==> config.mk <==
export PLATFORM = sky130hd
export DESIGN_NAME = text_cursor_writer
export DESIGN_NICKNAME = d
export VERILOG_FILES = /design/src/rtl/text_cursor_writer.sv
export SDC_FILE = /design/constraint.sdc
export NUM_CORES = 1
export LEC_CHECK = 0
export ABC_AREA = 1
export BUFFER_PORTS_ARGS = -buffer_cell sky130_fd_sc_hd__buf_2
export CAP_MARGIN = 40
export CORE_ASPECT_RATIO = 1.5
export CORE_UTILIZATION = 30
export CTS_BUF_LIST = sky130_fd_sc_hd__clkbuf_2 sky130_fd_sc_hd__clkbuf_4 sky130_fd_sc_hd__clkbuf_8
export DETAILED_ROUTE_END_ITERATION = 12
export PLACE_DENSITY_LB_ADDON = 0.25
export SYNTH_ARGS = -nofsm -noshare
export SYNTH_HDL_FRONTEND = slang
export SYNTH_SLANG_ARGS = --single-unit
==> constraint.sdc <==
create_clock -name clk -period 3.6 [get_ports clk]
set_clock_uncertainty 0.15 [all_clocks]
set_input_delay 0.18 -clock clk [delete_from_list [all_inputs] [get_ports clk]]
set_output_delay 0.18 -clock clk [all_outputs]
set_load 0.03 [all_outputs]
==> src/rtl/text_cursor_writer.sv <==
// text_cursor_writer
//   Turns decoded keyboard codes into single-cycle character RAM writes while
//   tracking a row/column text cursor. Supports printable glyphs, newline,
//   backspace with erase, break-prefix suppression and a full-screen clear.
//
// Ports:
//   clk         system clock
//   rst         asynchronous reset, active-low
//   key_code    decoded key code, qualified by key_valid
//   key_valid   one-cycle strobe from the keyboard decoder
//   clear_req   full-screen clear request (level or pulse)
//   busy        high while clear writes are being issued
//   wr_en       character RAM write enable (one-cycle pulse)
//   wr_addr     character RAM write address, row*COLS + col
//   wr_data     character RAM write data
//   cursor_row  current cursor row, 0-based
//   cursor_col  current cursor column, 0-based
module text_cursor_writer #(
  parameter int unsigned       COLS       = 40,
  parameter int unsigned       ROWS       = 15,
  parameter int unsigned       ADDR_W     = 10,
  parameter int unsigned       CODE_W     = 10,
  parameter int unsigned       DATA_W     = 10,
  parameter int unsigned       MAX_CHAR   = 26,
  parameter logic [CODE_W-1:0] BREAK_CODE = CODE_W'('h0F0),
  parameter logic [CODE_W-1:0] ENTER_CODE = CODE_W'('h0C0),
  parameter logic [CODE_W-1:0] BKSP_CODE  = CODE_W'('h108),
  parameter logic [DATA_W-1:0] CLEAR_CHAR = '0,
  localparam int unsigned      ROW_W      = (ROWS > 1) ? $clog2(ROWS) : 1,
  localparam int unsigned      COL_W      = (COLS > 1) ? $clog2(COLS) : 1
) (
  input  logic              clk,
  input  logic              rst,
  input  logic [CODE_W-1:0] key_code,
  input  logic              key_valid,
  input  logic              clear_req,
  output logic              busy,
  output logic              wr_en,
  output logic [ADDR_W-1:0] wr_addr,
  output logic [DATA_W-1:0] wr_data,
  output logic [ROW_W-1:0]  cursor_row,
  output logic [COL_W-1:0]  cursor_col
);

  localparam int unsigned      TOTAL     = ROWS * COLS;
  localparam logic [ADDR_W-1:0] LAST_ADDR = ADDR_W'(TOTAL - 1);
  localparam logic [ROW_W-1:0]  ROW_LAST  = ROW_W'(ROWS - 1);
  localparam logic [COL_W-1:0]  COL_LAST  = COL_W'(COLS - 1);

  typedef enum logic {
    IDLE  = 1'b0,
    CLEAR = 1'b1
  } state_e;

  state_e state_q, state_d;

  logic              wr_en_q,   wr_en_d;
  logic [ADDR_W-1:0] wr_addr_q, wr_addr_d;
  logic [DATA_W-1:0] wr_data_q, wr_data_d;
  logic              busy_q,    busy_d;
  logic [ROW_W-1:0]  row_q,     row_d;
  logic [COL_W-1:0]  col_q,     col_d;
  logic              ign_q,     ign_d;
  logic [ADDR_W-1:0] clr_cnt_q, clr_cnt_d;

  // Neighbouring cursor positions used by the key handlers
  logic [ROW_W-1:0] nl_row;
  logic [ROW_W-1:0] adv_row;
  logic [COL_W-1:0] adv_col;
  logic [ROW_W-1:0] ret_row;
  logic [COL_W-1:0] ret_col;

  // Linear RAM address of a cursor position, computed at full address width
  function automatic logic [ADDR_W-1:0] lin_addr(input logic [ROW_W-1:0] r,
                                                 input logic [COL_W-1:0] c);
    return ADDR_W'(r) * ADDR_W'(COLS) + ADDR_W'(c);
  endfunction

  // State register
  always_ff @(posedge clk or negedge rst) begin
    if (!rst) begin
      state_q <= IDLE;
    end else begin
      state_q <= state_d;
    end
  end

  // Next-state logic; a one-cell screen finishes its clear in the request cycle
  always_comb begin
    state_d = state_q;
    case (state_q)
      IDLE: begin
        if (clear_req && (TOTAL > 1)) begin
          state_d = CLEAR;
        end
      end
      CLEAR: begin
        if (clr_cnt_q == LAST_ADDR) begin
          state_d = IDLE;
        end
      end
      default: state_d = IDLE;
    endcase
  end

  // Next row after a newline, with wrap to the top line
  always_comb begin
    nl_row = (row_q == ROW_LAST) ? '0 : row_q + ROW_W'(1);
  end

  // Forward position after a printable write
  always_comb begin
    if (col_q == COL_LAST) begin
      adv_col = '0;
      adv_row = nl_row;
    end else begin
      adv_col = col_q + COL_W'(1);
      adv_row = row_q;
    end
  end

  // Backward position for backspace; (0,0) wraps to the bottom-right cell
  always_comb begin
    if (col_q != '0) begin
      ret_col = col_q - COL_W'(1);
      ret_row = row_q;
    end else begin
      ret_col = COL_LAST;
      ret_row = (row_q == '0) ? ROW_LAST : row_q - ROW_W'(1);
    end
  end

  // Output / datapath next values; address and data hold when no write
  always_comb begin
    wr_en_d   = 1'b0;
    wr_addr_d = wr_addr_q;
    wr_data_d = wr_data_q;
    busy_d    = 1'b0;
    row_d     = row_q;
    col_d     = col_q;
    ign_d     = ign_q;
    clr_cnt_d = clr_cnt_q;

    case (state_q)
      IDLE: begin
        if (clear_req) begin
          // Clear wins over a simultaneous key; address 0 goes out right away
          wr_en_d   = 1'b1;
          wr_addr_d = '0;
          wr_data_d = CLEAR_CHAR;
          busy_d    = 1'b1;
          clr_cnt_d = ADDR_W'(1);
          if (TOTAL == 1) begin
            row_d = '0;
            col_d = '0;
            ign_d = 1'b0;
          end
        end else if (key_valid) begin
          if (ign_q) begin
            // Code following a break prefix is the released key: swallow it
            ign_d = 1'b0;
          end else if (key_code == BREAK_CODE) begin
            ign_d = 1'b1;
          end else if (key_code == ENTER_CODE) begin
            col_d = '0;
            row_d = nl_row;
          end else if (key_code == BKSP_CODE) begin
            wr_en_d   = 1'b1;
            wr_addr_d = lin_addr(ret_row, ret_col);
            wr_data_d = CLEAR_CHAR;
            row_d     = ret_row;
            col_d     = ret_col;
          end else if (32'(key_code) < MAX_CHAR) begin
            wr_en_d   = 1'b1;
            wr_addr_d = lin_addr(row_q, col_q);
            wr_data_d = DATA_W'(key_code);
            row_d     = adv_row;
            col_d     = adv_col;
          end
        end
      end

      CLEAR: begin
        // Keys and further clear requests are ignored while sweeping
        wr_en_d   = 1'b1;
        wr_addr_d = clr_cnt_q;
        wr_data_d = CLEAR_CHAR;
        busy_d    = 1'b1;
        clr_cnt_d = clr_cnt_q + ADDR_W'(1);
        if (clr_cnt_q == LAST_ADDR) begin
          clr_cnt_d = '0;
          row_d     = '0;
          col_d     = '0;
          ign_d     = 1'b0;
        end
      end

      default: begin
        wr_en_d = 1'b0;
      end
    endcase
  end

  // Datapath and output registers
  always_ff @(posedge clk or negedge rst) begin
    if (!rst) begin
      wr_en_q   <= 1'b0;
      wr_addr_q <= '0;
      wr_data_q <= '0;
      busy_q    <= 1'b0;
      row_q     <= '0;
      col_q     <= '0;
      ign_q     <= 1'b0;
      clr_cnt_q <= '0;
    end else begin
      wr_en_q   <= wr_en_d;
      wr_addr_q <= wr_addr_d;
      wr_data_q <= wr_data_d;
      busy_q    <= busy_d;
      row_q     <= row_d;
      col_q     <= col_d;
      ign_q     <= ign_d;
      clr_cnt_q <= clr_cnt_d;
    end
  end

  assign wr_en      = wr_en_q;
  assign wr_addr    = wr_addr_q;
  assign wr_data    = wr_data_q;
  assign busy       = busy_q;
  assign cursor_row = row_q;
  assign cursor_col = col_q;

endmodule
### After elaboration in Yosys (flattened, before gate mapping)

Cells that the tools add are included.

* word-level logic and storage cells: 106
* input bits: 14
* register bits after elaboration: 44

* multiplexer cells: 61
* equal/unequal tests: 19
* multipliers: 2
* reduce and logical (&&, ||, !) cells: 6
* $add $sub $neg: 7
* magnitude comparators: 1
* bitwise gates (word level): 1

Operators by type and width (number)
* $mux W10: 16
* $mux W6: 10
* $pmux W10 S2: 3
* $mux W4: 12
* $add A10 B6 Y10: 2
* $eq A10 B8 Y1 const B: 2
* $mul A4 B3 Y7 const B: 2
* $mux W1: 14
* $ne A3 B3 Y1 const B: 4
* $ne A4 B4 Y1 const B: 3
* $pmux W6 S2: 1
* $add A10 B1 Y10 const B: 1
* $eq A10 B10 Y1 const B: 1
* $eq A10 B9 Y1 const B: 1
* $lt A10 B5 Y1 const B: 1
* $ne A2 B2 Y1 const B: 5
* $pmux W1 S2: 4
* $pmux W4 S2: 1
* $reduce_and A7 Y1: 1
* $add A6 B1 Y6 const B: 1
* $eq A6 B6 Y1 const B: 1
* $reduce_and A6 Y1: 1
* $reduce_bool A6 Y1: 1
* $sub A6 B1 Y6 const B: 1
* other kinds (8): 8

### Logic depth before layout (Yosys ltp)

Gate-level depths: netlist of the first run.

* depth after elaboration: 12
* mapped depth: 18

### Worst setup path after synthesis of the first run

OpenSTA, ideal clock, no wires.

* path type: reg2reg
* start point: register row_q[1], in the netlist cursor_row[1]
* end point: register wr_addr_q[9], in the netlist wr_addr[9]
* cell stages (with the launch flop): 14
* data required time: 3.326 ns
* slack: 0.266 ns
* data arrival time: 3.059 ns
* setup time: 0.124 ns
* cell sequence: dfrtp_1 inv_1 ha_1 o21ai_0 ha_1 ha_1 fa_1 nand3_1 o211ai_1 nand2_1 inv_1 nand2_1 nand2_1 a21oi_1

* word-level cells in the longest chain between the ends: 12

RTL lines
* from (decl): line 61 `logic [ROW_W-1:0] row_q, row_d;`
* from (signal assigned): line 220 `row_q <= row_d;`
* $sub A4 B1 Y4 / $logic_not A4 Y1 (equally long branches): line 129 `ret_row = (row_q == '0) ? ROW_LAST : row_q - ROW_W'(1);`
* $mux W4: line 129
* $mux W4: line 124 `if (col_q != '0) begin`
* $mul A4 B3 Y7: line 76 `return ADDR_W'(r) * ADDR_W'(COLS) + ADDR_W'(c);`
* $add A10 B6 Y10: line 76
* $mux W10 (*): line 167 `end else if (key_code == BKSP_CODE) begin`
* $mux W10 (*): line 164 `end else if (key_code == ENTER_CODE) begin`
* $mux W10 (*): line 162 `end else if (key_code == BREAK_CODE) begin`
* $mux W10 (*): line 159 `if (ign_q) begin`
* $mux W10 (*): line 158 `end else if (key_valid) begin`
* $mux W10 (*): line 146 `if (clear_req) begin`
* $pmux W10 S2 (*): line 144 `case (state_q)`
* to (signal assigned): line 217 `wr_addr_q <= wr_addr_d;`
* to (decl): line 58 `logic [ADDR_W-1:0] wr_addr_q, wr_addr_d;`

Mark *: on every way between the ends. The rest lies on a longest branch, timed or not. The select of a mux whose other input is x is not followed.
A chain may end at the register's enable or synchronous reset.

### Final worst setup path of the first run

* start point: register col_q[0], in the netlist cursor_col[0]
* end point: register wr_addr_q[9], in the netlist wr_addr[9]

* word-level cells in the longest chain between the ends: 11

RTL lines
* from (decl): line 62 `logic [COL_W-1:0] col_q, col_d;`
* from (signal assigned): line 221 `col_q <= col_d;`
* $reduce_bool A6 Y1: line 124
* $mux W4: line 124
* $mul A4 B3 Y7: line 76
* $add A10 B6 Y10: line 76
* $mux W10 (*): line 167
* $mux W10 (*): line 164
* $mux W10 (*): line 162
* $mux W10 (*): line 159
* $mux W10 (*): line 158
* $mux W10 (*): line 146
* $pmux W10 S2 (*): line 144

Marks and branches as above.

==> impl_metrics.json, run 1 <==
{
  "grt_pass1_vias": 2971,
  "die-area_um2": 11200,
  "design_area_um2": 3800,
  "clock_latency_ns": 0.30,
  "maxCapViolCount": 0,
  "dpl_worst_slack_ns": 0.444,
  "gp_congestion": 0.861,
  "final_nets": 514,
  "rows": 46,
  "die_h_um": 129,
  "firstDrtPassIters": 4,
  "n_antenna_cell": 0,
  "cts_sinks": 44,
  "cts_tree": "yes",
  "coreArea_um2": 10500,
  "fmax_ghz": 0.315,
  "worst_setup_path_start_kind": "flip-flop",
  "die_x_um": 86.7,
  "syn_avg_cell_area_um2": 7.69,
  "required_ns": 3.64,
  "synth_nets": 460,
  "peakVddDrop_v": 0.000250,
  "post-route-period-util_pct": 88.1,
  "ys_seq_area_share_pct": 34.1,
  "end_kind": "flip-flop",
  "synth_warnings": 0,
  "fillCellCount": 1117,
  "viasPerCell": 4.82,
  "wl_per_cell_um": 13.9,
  "fin_ws_ns": 0.430,
  "critPathArrivalTime_ns": 3.21,
  "reg2reg_setup_slack_ns": 0.43,
  "ctsLongestPathBuffers": 2,
  "drt_iter0_markers": 112,
  "p_leak_nw": 1.87,
  "antenna_found_initial": 0,
  "start_util_pct": 30.7,
  "io_buffer_count": 45,
  "drv_slew": 0,
  "synth_async_sr_flop_share_pct": 100,
  "fin_util_pct": 36.1,
  "grt_pass1_wl_um": 14400,
  "path_class": "flip-flop to flip-flop",
  "ys.flop_type": "dfrtp_1",
  "drc": 0,
  "synth_seq_cells": 44,
  "grt_usage_pct": 16.6,
  "grt_max_degree": 27,
  "placed_area_um2": 3640,
  "vias": 2982,
  "cts-root-buf": "clkbuf_8",
  "areaGrowthSynthToFinish_pct": 17.7,
  "drive_gt1_share_pct": 18.9,
  "slew_headroom_pct": 65.5,
  "rsz0062_at_grt": "false",
  "io_pins": 46,
  "syn_inst": 420,
  "fin_setup_tns_ns": 0,
  "ys_types": 45,
  "hold_viol": 0,
  "period_minus_slack_ns": 3.17,
  "worst_pin_slew_ns": 0.517,
  "status": "complete, no violations",
  "finalWirelength_um": 8600,
  "post_cts_resized": 0,
  "cellPowerDensity_nw_per_um2": 649,
  "cts_setup_buffers": 0,
  "cts_buffers": 5,
  "h-tree-depth": 2,
  "drtAntennaViolNets": 0,
  "synth_edf_count": 0,
  "syn_area_um2": 3230,
  "path_clk_slew_ns": 0.09,
  "hold_class": "input port to flip-flop",
  "path_max_fanout": 8,
  "dp_hpwl_um": 6650,
  "setup_viol": 0,
  "overflow": 0
}
## area by class of cell
class | instances | area [µm²] | area share (%)
Inverter | 53 | 199 | 5.23
Multi-Input combinational cell | 312 | 1860 | 49.0
Sequential cell | 44 | 1100 | 28.9
Clock inverter | 2 | 35.0 | 0.921
Timing Repair Buffer | 58 | 348 | 9.14
Tap cell | 144 | 180 | 4.74
Clock buffer | 6 | 76.3 | 2.01
## layer usage
layer / part of all wire, % / global-route usage (%)
met1: 42 / 19.8
met2: 51 / 29.2
met3: 3.2 / 2.04
met4: 3.9 / 8.33
met5: 0 / 0
## synthesized netlist by cell type, drive strengths merged, types with 4 or more instances
cell type / number / area, µm²
o22ai: 8 / 50.1
o21ai: 27 / 139
nor2: 50 / 236
nor3: 9 / 55.1
buf: 8 / 53.8
nand2: 89 / 367
inv: 52 / 195
o211ai: 5 / 37.5
nand3: 41 / 205
fa: 4 / 80.1
nand4: 6 / 52.6
dfrtp: 44 / 1100
ha: 22 / 275
a21oi: 16 / 83.8
a31oi: 5 / 37.5
xor2: 10 / 87.6
## path summary, 6_finish.rpt
check                                   start       endpoint  cells past startpoint
max in group asynchronous                 rst   clr_cnt_q[2]                      3
worst min-delay path              key_code[3]     wr_data[3]                      3
worst max-delay path            cursor_col[0]     wr_addr[9]                     17
min in group asynchronous                 rst  cursor_row[2]                      2
worst max register to register  cursor_col[0]     wr_addr[9]                     17
worst min register to register     wr_data[7]     wr_data[7]                      2
## through the flow
step / std cells / hold slack (ns) / total power, W
floorplan: 420 / -0.266 / 0.00172
global placement: 605 / 0.276 / 0.00205
detailed placement: 606 / 0.0332 / 0.00207
CTS: 619 / 0.0159 / 0.00249
global route: 619 / 0.0203 / 0.00269
finish: 619 / 0.0257 / 0.00247
## worst max-delay path: stages (launching register included)
cell	delay (ns)
dfrtp_1	0.46
inv_1	0.13
ha_1	0.19
nand2_1	0.09
nor2_4	0.14
nand2_1	0.08
xor2_1	0.17
inv_1	0.12
ha_1	0.22
ha_1	0.20
fa_1	0.53
nand3_1	0.12
o211ai_1	0.18
nand2_1	0.07
inv_1	0.05
nand2_1	0.04
nand2_1	0.05
a21oi_1	0.05
## sequential cells by signal, summed over array words and instances, names as in the netlist
signal and cells:
wr_en 1, clr_cnt_q 10, state_q 1, ign_q 1
cursor_col 6, wr_addr 10, busy 1, cursor_row 4
wr_data 10
## where the power goes
| part | switching, W | leakage, nW | internal [W] | total (W) |
|---|---|---|---|---|
| combinational | 0.000820 | 1.26 | 0.000468 | 0.00129 |
| clock | 0.000181 | 0.0586 | 0.000214 | 0.000395 |
| sequential | 0.000153 | 0.549 | 0.000632 | 0.000785 |
| total | 0.00115 | 1.87 | 0.00131 | 0.00247 |
## placed cells by master (no fill, tap or decap), types with 4 or more instances in the layout
cell type      synthesis  final
a21oi_1               15     15
a31oi_1                4      4
buf_2                  4     45
buf_4                  1      7
clkbuf_8               0      5
dfrtp_1               44     44
dlygate4sd3_1          0      5
fa_1                   4      4
ha_1                  22     22
inv_1                 49     49
nand2_1               80     80
nand2_2                7      7
nand3_1               41     41
nand4_1                5      5
nor2_1                42     42
nor2_2                 4      4
nor3_1                 7      7
o211ai_1               5      5
o21ai_0               24     24
o22ai_1                8      8
xor2_1                10     10
## repair_timing
action | 4_1_cts | 5_1_grt
endpoints found under the setup margin | 0 | 0
hold buffers | 5 | 0
endpoints found under the hold margin | 22 | 0
## cells by family (layout without fill, tap and decap cells)
group                    Yosys count  in the layout  share of synthesized area (%)
XOR/XNOR                          13             13                           3.52
buffers and inverters             64            119                           8.21
AO/OA/AOI/OAI                     74             74                           14.0
AND/OR/NAND/NOR                  199            199                           29.2
flip-flops                        44             44                           34.1
adder cells (fa/ha/maj)           26             26                           11.0
Power figures use the tool's default switching activity.
==> run 2, diff against run 1 <==
HOLD_SLACK_MARGIN = 0.08   (was default)
MAX_ROUTING_LAYER = met4   (was default)
==> run 2 against run 1 <==
- core utilization up 0.19 points
- worst setup slack worse by 0.00050 ns
- register-to-register slack barely moved
- non-clock buffer count up 2
- sequential power barely moved
- via count fell by 0.34%
- first-iteration DRC count fell by 11%
- global-route usage is 0.56 points higher
- maximum frequency about the same
- design area is 0.53% higher
- total power decreased by 0.50%
- sequential share of layout area shrank 0.15 points
- critical endpoint unchanged
==> impl_metrics.json, run 2 (synthesis results as in run 1) <==
{
  "coreArea_um2": 10500,
  "viasPerCell": 4.79,
  "post-route-period-util_pct": 88.1,
  "period_minus_slack_ns": 3.17,
  "dp_hpwl_um": 6600,
  "worst_pin_slew_ns": 0.481,
  "drive_gt1_share_pct": 18.9,
  "final_common_cell": "nand2_1",
  "overflow": 0,
  "areaGrowthSynthToFinish_pct": 18.4,
  "slew_headroom_pct": 67.9,
  "p_clk_share_pct": 16.0,
  "wl_per_cell_um": 14.0,
  "swShare_pct": 46.6,
  "ctsLongestPathBuffers": 2,
  "p_leak_nw": 1.88,
  "h-tree-depth": 2,
  "maxCapViolCount": 0,
  "rsz0062_at_grt": "false",
  "most-common-layout-cells": "nand2_1, inv_1, buf_2",
  "grt_pass1_wl_um": 14500,
  "worst_setup_path_start_kind": "flip-flop",
  "crit_chain": "inv_1 -> ha_1 -> nand3_1 -> nand2_1 -> nand2_1 -> nand2_2 -> ha_1 -> ha_1 -> fa_1 -> nand3_1 -> o211ai_1 -> nand2_1 -> inv_1 -> nand2_1 -> nand2_1 -> a21oi_1",
  "fin_ws_ns": 0.429,
  "cpMaxStageDelayCell": "fa_1",
  "fin_setup_tns_ns": 0,
  "io_pins": 46,
  "cts_buffers": 5,
  "fmax_ghz": 0.315,
  "grt_max_degree": 37,
  "cts-root-buf": "clkbuf_8",
  "fin_util_pct": 36.3,
  "critPathArrivalTime_ns": 3.22,
  "grt_usage_pct": 17.2,
  "critPathMaxStageDelay_ns": 0.53,
  "pwr-share-comb_pct": 51.9,
  "path_max_fanout": 8,
  "drt_iter0_markers": 100,
  "intPower_w": 0.00131,
  "status": "complete, no violations",
  "required_ns": 3.65,
  "gp_congestion": 0.865,
  "end_kind": "flip-flop",
  "path_class": "flip-flop to flip-flop",
  "n_antenna_cell": 0,
  "drv_slew": 0,
  "cts_sinks": 44,
  "dpl_worst_slack_ns": 0.447,
  "p_seq_share_pct": 32.1,
  "die-area_um2": 11200,
  "drc": 0,
  "final_nets": 516,
  "switchingPower_w": 0.00114,
  "cts_tree": "yes",
  "cellPowerDensity_nw_per_um2": 642,
  "grt_pass1_vias": 3036,
  "hold_class": "input port to flip-flop",
  "io_buffer_count": 45,
  "path_clk_slew_ns": 0.09,
  "peakVddDrop_v": 0.000223,
  "antenna_found_initial": 0,
  "start_util_pct": 30.7,
  "finalWirelength_um": 8670,
  "hold_viol": 0,
  "vias": 2972,
  "clock_latency_ns": 0.30,
  "total_power_w": 0.00246,
  "setup_viol": 0,
  "rows": 46,
  "drtAntennaViolNets": 0,
  "crit_top_cell": "nand2_1",
  "firstDrtPassIters": 4,
  "die_x_um": 86.7,
  "die_h_um": 129
}
## run 2: path summary, 6_finish.rpt
path	from	end	slack, ns	depth (start not counted)
worst max-delay path	cursor_row[0]	wr_addr[9]	0.43	16
worst min-delay path	key_code[5]	ign_q	0.12	3
worst max register to register	cursor_row[0]	wr_addr[9]	0.43	16
worst min register to register	wr_data[5]	wr_data[5]	0.34	2
max in group asynchronous	rst	state_q	2.70	3
min in group asynchronous	rst	cursor_row[1]	0.13	2
## run 2: timing repair
item                                   in CTS  in global routing
setup buffers                               0                  0
gates resized for setup                     0                  0
hold buffers                                7                  0
endpoints found under the hold margin      50                  0
## run 2: critical path: cells and delay by family (launching register included)
kind	cells	cell delay, ns
flops	1	0.50
compound gates	2	0.23
buf+inv	2	0.24
fa+ha+maj	4	1.32
simple gates	8	0.62
## run 2: metrics by stage
stage               hold WS (ns)  cell area (µm²)  cells
global route               0.140             3820    621
floorplan                 -0.266             3230    420
finish                     0.123             3820    621
CTS                        0.111             3820    621
global placement           0.273             3620    605
detailed placement       -0.0779             3640    606
## run 2: layer usage
metal / wire (µm) / share of wire [%] / GRT usage, %
met5: 0 / 0 / -
met4: 314 / 3.6 / 9.31
met3: 157 / 1.8 / 2.04
met2: 4580 / 53 / 29.4
met1: 3610 / 42 / 19.4
## run 2: power by group through the flow
stage	combinational (W)	sequential [W]	clock, W
6_report	0.00127	0.000788	0.000393
3_3_place_gp	0.00126	0.000792	0
2_1_floorplan	0.000795	0.000922	0
3_5_place_dp	0.00127	0.000797	0
5_1_grt	0.00144	0.000811	0.000428
4_1_cts	0.00128	0.000787	0.000409
## run 2: cell type report
class                           count  area [µm²]
Sequential cell                    44        1100
Fill cell                        1095        6710
Clock buffer                        6        76.3
Multi-Input combinational cell    312        1860
Timing Repair Buffer               60         368
Inverter                           53         199
Tap cell                          144         180
Clock inverter                      2        35.0
==> run 3, diff against run 2 <==
CORE_UTILIZATION = 60   (was 30)
==> run 3 against run 2 <==
- final cell count decreased by 13%
- core utilization increased by 35 points
- maximum frequency increased by 0.28%
- wire length decreased by 8.9%
- flip-flop and latch count unchanged
- via count increased by 4.6%
- worst hold slack improved by 0.015 ns
==> impl_metrics.json, run 3 (synthesis results as in run 1) <==
{
  "hold_viol": 0,
  "grt_pass1_vias": 2854,
  "maxCapViolCount": 0,
  "fmax_ghz": 0.316,
  "final_common_cell": "nand2_1",
  "path_max_fanout": 8,
  "multiInputGateArea_um2": 1860,
  "critPathArrivalTime_ns": 3.20,
  "hold_class": "input port to flip-flop",
  "p_leak_nw": 1.86,
  "cts-root-buf": "clkbuf_8",
  "die_h_um": 91.9,
  "reg2reg_setup_slack_ns": 0.44,
  "dp_hpwl_um": 5810,
  "coreArea_um2": 5160,
  "min-delay-start": "key_code[5]",
  "firstDrtPassIters": 5,
  "ctsLongestPathBuffers": 2,
  "finalWirelength_um": 7900,
  "n_antenna_cell": 0,
  "worst_pin_slew_ns": 0.812,
  "hold_end": "ign_q",
  "fillCellCount": 419,
  "areaGrowthSynthToFinish_pct": 14.7,
  "cts_buffers": 5,
  "h-tree-depth": 2,
  "cts_sinks": 44,
  "hold_depth": 3,
  "final_nets": 513,
  "grt_usage_pct": 31.1,
  "fin_setup_tns_ns": 0,
  "grt_pass1_wl_um": 13000,
  "most-common-layout-cells": "nand2_1, inv_1, buf_2",
  "drive_gt1_share_pct": 18.4,
  "peakVddDrop_v": 0.000442,
  "worst_setup_path_start_kind": "flip-flop",
  "drv_slew": 0,
  "wl_per_cell_um": 14.6,
  "drtAntennaViolNets": 0,
  "timing.rr.end": "wr_addr[9]",
  "end_kind": "flip-flop",
  "antenna_found_initial": 0,
  "overflow": 0,
  "io_pins": 46,
  "status": "complete, no violations",
  "cp-startpoint": "cursor_col[0]",
  "vias": 3110,
  "viasPerCell": 5.74,
  "path_class": "flip-flop to flip-flop",
  "io_buffer_count": 45,
  "period_minus_slack_ns": 3.16,
  "post-route-period-util_pct": 87.8,
  "r2r_cells": 17,
  "grt_max_degree": 34,
  "die_x_um": 61.9,
  "die-area_um2": 5690,
  "slew_headroom_pct": 45.8,
  "rows": 32,
  "drt_iter0_markers": 212,
  "r2r_start": "cursor_col[0]",
  "gp_congestion": 0.928,
  "cts_setup_buffers": 0,
  "cellPowerDensity_nw_per_um2": 665,
  "rsz0062_at_grt": "false",
  "drc": 0,
  "path_clk_slew_ns": 0.09,
  "clock_latency_ns": 0.30,
  "required_ns": 3.64,
  "start_util_pct": 62.5,
  "seq_area_um2": 1100,
  "fin_util_pct": 71.8,
  "setup_viol": 0,
  "cts_tree": "yes"
}
-- run 3: cell count changes in the layout (fill, tap and decap cells not counted), sizes merged --
cell | previous run | this run
buf | 53 | 50
-- run 3: worst max path at each step --
stage | endpoint | slack [ns] | cells past startpoint
detailed placement | wr_addr[9] | 0.46 | 17
global placement | wr_addr[9] | 0.57 | 16
finish | wr_addr[9] | 0.44 | 17
floorplan | wr_addr[9] | 0.27 | 13
CTS | wr_addr[9] | 0.44 | 17
global route | wr_addr[9] | 0.14 | 17
-- run 3: area by class of cell --
| type | count | share of cell area (%) |
|---|---|---|
| multi-input cells | 312 | 50.3 |
| flip-flops and latches | 44 | 29.7 |
| repair buffers | 57 | 9.32 |
| inverters | 53 | 5.37 |
| well taps | 68 | 2.30 |
| clock buffers | 6 | 2.06 |
| clock inverters | 2 | 0.945 |
-- run 3: where the power goes --
part,leakage [nW],switching (W),total [W],internal (W)
combinational,1.26,0.000819,0.00128,0.000466
clock,0.0586,0.000173,0.000386,0.000214
sequential,0.549,0.000161,0.000793,0.000632
total,1.86,0.00115,0.00246,0.00131
-- run 3: what timing repair did --
| item | 4_1_cts | 5_1_grt |
|---|---|---|
| hold buffers | 7 | 0 |
| resized for setup | 0 | 0 |
| hold endpoints to repair | 50 | 0 |
-- run 3: per-stage QoR --
| step | hold slack [ns] | instance area, µm² | cells | power, W | setup slack (ns) |
|---|---|---|---|---|---|
| final | 0.139 | 3710 | 542 | 0.00246 | 0.438 |
| after global placement | 0.245 | 3500 | 526 | 0.00201 | 0.565 |
| after floorplan | -0.266 | 3230 | 420 | 0.00172 | 0.266 |
| after CTS | 0.131 | 3710 | 542 | 0.00245 | 0.444 |
| after global routing | 0.136 | 3710 | 542 | 0.00265 | 0.138 |
| after detailed placement | -0.0516 | 3520 | 527 | 0.00205 | 0.459 |
-- run 3: worst max-delay path, cell delays in order (launching register included) --
cell	delay [ns]
dfrtp_1	0.47
inv_1	0.13
ha_1	0.18
nand2_1	0.09
nor2_4	0.14
nand2_1	0.07
nand2_1	0.09
nand2_2	0.10
ha_1	0.31
ha_1	0.23
fa_1	0.54
nand3_1	0.13
o211ai_1	0.17
nand2_1	0.06
inv_1	0.05
nand2_1	0.04
nand2_1	0.05
a21oi_1	0.05
-- run 3: routing by layer --
layer  track usage (%)  wire length [µm]  vias to the layer above
met3              3.95               339                       16
met1              37.2              3210                     1475
met5                 -                 0                        -
met2              52.5              4180                      111
li1                  -                 -                     1508
met4              10.0               172                        0
